==> config.mk <==
export PLATFORM = sky130hd
export DESIGN_NAME = cpu_clock_enable_ctrl
export DESIGN_NICKNAME = d
export VERILOG_FILES = /design/src/rtl/cpu_clock_enable_ctrl.sv
export SDC_FILE = /design/constraint.sdc
export NUM_CORES = 1
export LEC_CHECK = 0
export CAP_MARGIN = 10
export CORE_UTILIZATION = 35
export CTS_BUF_LIST = sky130_fd_sc_hd__clkbuf_8 sky130_fd_sc_hd__clkbuf_16
export CTS_CLUSTER_DIAMETER = 30
export DETAILED_ROUTE_END_ITERATION = 6
export GPL_TIMING_DRIVEN = 0
export HOLD_SLACK_MARGIN = 0.06
export PLACE_DENSITY = 0.68
export SYNTH_ARGS = -nofsm -noshare
export SYNTH_HDL_FRONTEND = slang
export SYNTH_SLANG_ARGS = --single-unit
==> constraint.sdc <==
create_clock -name i_clock -period 2.5 [get_ports i_clock]
set_input_delay 0.5 -clock i_clock [delete_from_list [all_inputs] [get_ports i_clock]]
set_output_delay 0.5 -clock i_clock [all_outputs]
set_load 0.02 [all_outputs]
==> src/rtl/cpu_clock_enable_ctrl.sv <==
// cpu_clock_enable_ctrl: run/step/halt scheduler emitting rate-divided one-cycle enable pulses to the core
module cpu_clock_enable_ctrl #(
  parameter int NB_DIV    = 4,
  parameter int NB_ARG    = 16,
  parameter int NB_CYCLES = 32
) (
  input  logic                 i_clock,
  input  logic                 i_reset,
  input  logic                 i_cmd_valid,
  output logic                 o_cmd_ready,
  input  logic [1:0]           i_cmd_op,
  input  logic [NB_ARG-1:0]    i_cmd_arg,
  input  logic                 i_program_end,
  output logic                 o_cpu_enable,
  output logic                 o_busy,
  output logic                 o_done,
  output logic                 o_cmd_error,
  output logic [1:0]           o_state,
  output logic [NB_CYCLES-1:0] o_cycle_count
);
  localparam logic [1:0] S_IDLE = 2'b00, S_RUN = 2'b01, S_STEP = 2'b10, S_DONE = 2'b11;
  localparam logic [1:0] OP_HALT = 2'b00, OP_RUN = 2'b01, OP_STEP = 2'b10, OP_SET_DIV = 2'b11;
  logic [1:0]           state, state_next;
  logic [NB_DIV-1:0]    div_reg, prescaler;
  logic [NB_ARG-1:0]    remaining;
  logic [NB_CYCLES-1:0] cycle_count;
  logic                 cmd_error_q, err_next;
  logic                 active, next_active, enable, accept, halt_acc, idle_cmd;
  assign active      = (state == S_RUN) || (state == S_STEP);
  assign next_active = (state_next == S_RUN) || (state_next == S_STEP);
  assign enable      = active && (prescaler == div_reg);
  assign accept      = i_cmd_valid && (state != S_DONE);
  assign halt_acc    = accept && (i_cmd_op == OP_HALT);
  assign idle_cmd    = (state == S_IDLE) && accept;
  always_ff @(posedge i_clock) begin
    if (i_reset) state <= S_IDLE;
    else         state <= state_next;
  end
  always_comb begin
    state_next = state;
    err_next   = 1'b0;
    case (state)
      S_IDLE: begin
        if (accept && i_cmd_op == OP_RUN) state_next = S_RUN;
        if (accept && i_cmd_op == OP_STEP) state_next = (i_cmd_arg != '0) ? S_STEP : S_DONE;
        err_next = halt_acc;
      end
      S_RUN: begin
        state_next = (halt_acc || i_program_end) ? S_DONE : S_RUN;
        err_next   = accept && !halt_acc;
      end
      S_STEP: begin
        state_next = (halt_acc || i_program_end || (enable && remaining == NB_ARG'(1))) ? S_DONE : S_STEP;
        err_next   = accept && !halt_acc;
      end
      default: state_next = S_IDLE;
    endcase
  end
  // prescaler restarts at 0 on every entry to an active state, so the first pulse lands div_reg+1 cycles after acceptance
  always_ff @(posedge i_clock) begin
    if (i_reset) begin
      div_reg     <= '0;
      prescaler   <= '0;
      remaining   <= '0;
      cycle_count <= '0;
      cmd_error_q <= 1'b0;
    end else begin
      div_reg     <= (idle_cmd && i_cmd_op == OP_SET_DIV) ? i_cmd_arg[NB_DIV-1:0] : div_reg;
      prescaler   <= (active && next_active && !enable) ? prescaler + NB_DIV'(1) : '0;
      remaining   <= (idle_cmd && i_cmd_op == OP_STEP) ? i_cmd_arg :
                     (state_next == S_STEP) ? remaining - NB_ARG'(enable) : '0;
      cycle_count <= cycle_count + NB_CYCLES'(enable);
      cmd_error_q <= err_next;
    end
  end
  always_comb begin
    o_cmd_ready   = state != S_DONE;
    o_cpu_enable  = enable;
    o_busy        = active;
    o_done        = state == S_DONE;
    o_cmd_error   = cmd_error_q;
    o_state       = state;
    o_cycle_count = cycle_count;
  end
endmodule
---- After elaboration in Yosys (flattened, before gate mapping) ----
Cells that the tools add are included.
word-level totals
  bits in registers ....................... 59
  word-level logic and storage cells ...... 53
  input port bits ......................... 22
  output and inout bits ................... 39
operators by class
  mux-type cells .......................... 9
  bitwise logic cells ..................... 1
  eq/ne operators ......................... 11
  add/sub/neg operators ................... 3
  reductions and logical operators ........ 23
operator list
  operator                                         count
  adder 32 x 1 -> 32 bit                           1
  two-way mux 16 bit                               2
  == test 16 x 1 -> 1 bit (second input constant)  1
  nonzero test 16 bit                              1
  subtractor 16 x 1 -> 16 bit                      1
  logical AND 1 bit                                12
  == test 2 bit (second input constant)            5
  == test 2 x 1 -> 1 bit (second input constant)   3
  two-way mux 2 bit                                3
  one-hot mux 2 bit (3 select lines)               1
  adder 4 x 1 -> 4 bit (second input constant)     1
  == test 4 bit                                    1
  logical NOT 2 bit                                2
  logical OR 1 bit                                 4
  OR reduction 2 bit                               2
  logical NOT 1 bit                                2
  two-way mux 1 bit                                2
  != test 2 bit (second input constant)            1
  one-hot mux 1 bit (2 select lines)               1
  NOT 1 bit                                        1

---- Logic depth before layout (Yosys ltp) ----
  word-level depth ........................ 13
  mapped depth ............................ 11
  depth with buffers taken out ............ 11

---- Worst setup path after synthesis ----
No wires, ideal clock.
  kind .................................... reg2reg
  start point ............................. reg state[0], in the netlist o_state[0]
  end point ............................... reg prescaler[2]
  clock period less this slack ............ 2.951 ns
  required time ........................... 2.435 ns
  slack ................................... -0.451 ns
  cell stages (with the launch flop) ...... 9
  setup time .............................. 0.065 ns
  arrival ................................. 2.886 ns
  cells stage by stage .................... dfxtp_1 -> ha_1 -> or4bb_1 -> nor2_2 -> a2111o_1 -> and2_1 -> ha_1 -> or4b_2 -> nor2_1
between the ends
  elaborated cells on any way between the ends .. 26
RTL lines
  element                                                  RTL line  text
  start, declared                                          23        logic [1:0] state, state_next;
  start signal, assigned                                   37        else state <= state_next;
  != test 2 bit                                            32        assign accept = i_cmd_valid && (state != S_DONE);
  logical AND 1 bit                                        32
  logical AND 1 bit, on equally long branches              44, 33
  two-way mux 2 bit or logical OR 1 bit (tied branches)    44, 49
  two-way mux 2 bit, on equally long branches              45, 49
  one-hot mux 2 bit (3 select lines) *                     42        case (state)
  named net state_next[1]                                  23
  == test 2 x 1 -> 1 bit or == test 2 bit (tied branches)  30        assign next_active = (state_next == S_RUN) || (state_next == S_STEP);
  logical OR 1 bit *                                       30
  logical AND 1 bit * (2 in series)                        69        prescaler <= (active && next_active && !enable) ? prescaler + NB_DIV'(1) : '0;
  NOT 1 bit (no source line) *                             n/a
  OR reduction 2 bit (no source line) *                    n/a
  end signal, assigned                                     69
  end, declared                                            24        logic [NB_DIV-1:0] div_reg, prescaler;
The timed path passes the listed nets; every way through them passes the cells marked *.
A chain may end at the register's enable or synchronous reset.

---- Worst setup path after layout ----
  start point ............................. reg state[0], in the netlist o_state[0]
  end point ............................... reg remaining[13]
between the ends
  elaborated cells on any way between the ends .. 24
RTL lines
  element                                                RTL line  text
  != test 2 bit                                          32
  logical AND 1 bit                                      32
  logical AND 1 bit, on equally long branches            44, 33
  two-way mux 2 bit or logical OR 1 bit (tied branches)  44, 49
  two-way mux 2 bit, on equally long branches            45, 49
  one-hot mux 2 bit (3 select lines) *                   42
  named net state_next[1]                                23
  == test 2 bit *                                        71        (state_next == S_STEP) ? remaining - NB_ARG'(enable) : '0;
  two-way mux 16 bit *                                   71
  two-way mux 16 bit *                                   70        remaining <= (idle_cmd && i_cmd_op == OP_STEP) ? i_cmd_arg :
  end signal, assigned                                   70
  end, declared                                          25        logic [NB_ARG-1:0] remaining;
Marks and branches as above.

==> flow_summary.ini <==
[status]
outcome = complete, but fails checks
violations = setup timing

[yosys]
synthTopCellsByArea = dfxtp_1 (39%), xor2_1 (4.9%), a21oi_1 (4.1%)
synth_area_per_cell_um2 = 8.60
synth_commonest_cells = dfxtp_1 (59), nand2_1 (30), nor2_1 (29)
synth_edf_count = 0
synth-seq-cells = 59
synth_flop_cell = dfxtp_1
synth_fp_nets = 386
ys_types = 49
syn_area_um2 = 3040
synth_top_area_cell = dfxtp_1
syn_inst = 354
synth.top_cell.area_share_pct = 38.8
ys_seq_area_share_pct = 38.8
yosysMostFrequentCell = dfxtp_1
async_flop_share_pct = 0
yosysWarnings = 0

[timing]
fin_crit_sh_pct = 104
finClkSkew_ps = 9.26
min_period_ps = 2600
setup_viol = 20
rsz0062_at_grt = yes
hold_viol_final = 0
relSlewSlack_pct = 49.8
slew_violations = 0
worstMarginPinSlew_ps = 752
max_freq_mhz = 384
finalWorstSetupSlack_ps = -101

[power]
leakage_uw = 0.00176
power_density_nw_per_um2 = 939
ir_worst_vdd_mv = 0.450

[setup_path]
worst-path-stages = 10
cp-endpoint = remaining[13]
crit_path_start_kind = flip-flop
crit_slowest_cell = or4bb_4
r2r_end = remaining[13]
critPathRequiredTime_ps = 2780
cpMostUsedCell = ha_4
path_buf_inv = 0
startpoint = o_state[0]
slowest_delay_ps = 560
path_cells = ha_4 -> or4bb_4 -> nor2_4 -> a2111o_1 -> and2_4 -> ha_4 -> nor2b_4 -> o21ai_4 -> or4_4 -> nand3_2
critPathMaxFanout = 7
r2r-start = o_state[0]
r2r_setup_slack_ps = -100
r2r_cells = 10
path_class = reg -> reg
path_delay_family = simple AND/OR/NAND/NOR gates
crit_arrival_ps = 2880
end_kind = flip-flop

[cts]
h-tree-depth = 3
cts-hold-fix-buffers = 0
numCtsBuffers = 9
path_clk_slew_ps = 70
cts_sinks = 59
clock_latency_ps = 340
cts_root_buf = clkbuf_8
cts_tree = yes
cts_buffer_depth = 2

[global_routing]
grt_max_degree = 13
grt_usage_pct = 19.8
grt_pass1_wl_um = 13700
grt_overflow = 0
grt_pass1_vias = 2802
grt_antenna_before_repair = 0

[placed_design]
place_inst = 518
hpwl_um = 5680
port_buffers = 59
gp_congestion = 0.825

[drt]
avgRoutedWirePerCell_um = 16.2
dr.pass1.iters = 4
routed_wl_um = 9270
vias = 3085
post_drt_via_cell_ratio = 5.39
drc = 0
drt_iter0_markers = 147
ant_nets = 0

[die]
die_area_um2 = 9070
core_um2 = 8300
rows = 33
fp.dieH_um = 95.2
dieWidth_um = 95.2
io_pins = 61
initial_core_util_pct = 36.7

[hold_path]
hold_start = prescaler[0]
hold_path.class = reg -> reg
whs_path_depth = 1

[final_layout]
num_antenna_cells = 0
instances_no_fill = 572
fin_util_pct = 58.1
largest_reg_flops = 32
area_delta_synth_final_pct = 58.5
layout-drive-gt1-share_pct = 31.5
num-nets-final = 494

[flow_run]
cap_violations = 0
cell type report:
| type | count | area, um2 |
|---|---|---|
| fillers | 689 | 3480 |
| multi-input cells | 268 | 2220 |
| flip-flops and latches | 59 | 1210 |
| repair buffers | 100 | 897 |
| well taps | 105 | 131 |
| clock buffers | 9 | 124 |
| clock inverters | 7 | 124 |
| plain buffers | 11 | 62.6 |
| inverters | 13 | 52.6 |
cell usage in the layout, fill, tap and decap left out, types with 6 or more instances in the layout:
| cell | instances |
|---|---|
| dfxtp_1 | 47 |
| clkdlybuf4s50_1 | 42 |
| buf_4 | 38 |
| nand2_1 | 30 |
| nor2_1 | 29 |
| a21oi_1 | 17 |
| dlygate4sd2_1 | 16 |
| xor2_1 | 15 |
| nand3_1 | 13 |
| inv_1 | 10 |
| xnor2_1 | 10 |
| clkbuf_8 | 10 |
| nand4_1 | 9 |
| clkbuf_1 | 9 |
| nor4_4 | 8 |
| or4_4 | 8 |
| or4_1 | 8 |
| a21oi_2 | 8 |
| dfxtp_2 | 8 |
| nor2b_1 | 7 |
| o31ai_1 | 7 |
| ha_4 | 7 |
| o21ai_1 | 6 |
worst min-delay path by stage:
stage	slack, ps	endpoint
floorplan	440	prescaler[0]
global placement	460	prescaler[0]
detailed placement	470	prescaler[0]
CTS	490	prescaler[0]
global route	480	prescaler[0]
finish	440	prescaler[0]
through the flow:
stage	setup TNS, ps	hold WS [ps]	setup slack, ps	total power, uW	instance area (um2)
2_1_floorplan	-242	440	-98.0	2400	3190
3_3_place_gp	-17370	459	-840	2810	3920
3_5_place_dp	-18180	474	-885	2840	3920
4_1_cts	-272	493	-70.1	4100	4410
5_1_grt	-2590	478	-180	4750	4820
6_report	-864	443	-101	4530	4820
cell families (layout without fill, tap and decap cells):
family	after synthesis	in the layout	share of synthesized area [%]
adder cells (fa/ha/maj)	10	10	4.11
AND/OR/NAND/NOR	161	161	30.6
buffers and inverters	27	140	3.37
flip-flops	59	59	38.8
multiplexers	9	9	3.12
AO/OA/AOI/OAI	61	61	12.2
XOR/XNOR	27	27	7.77
report_power, final:
group          internal [uW]  switching [uW]  total, uW
clock                    669             424       1090
sequential              1060             127       1180
combinational           1150            1100       2250
timing repair:
| action | 4_1_cts | 5_1_grt |
|---|---|---|
| pin swaps | 26 | 27 |
| resized for setup | 44 | 63 |
| buffers inserted | 18 | 23 |
| endpoints found under the setup margin | 40 | 27 |
| gates cloned | 0 | 1 |
layer usage:
layer | share of wire (%) | vias to the layer above | global-route usage (%) | routed length (um)
li1 | - | 1507 | - | -
met1 | 43 | 1483 | 25.3 | 4000
met2 | 50 | 77 | 32.3 | 4640
met3 | 4.3 | 18 | 3.03 | 395
met4 | 2.4 | 0 | 9.47 | 225
met5 | 0 | - | 0 | 0
No activity file was read; power rests on OpenSTA's default activity.
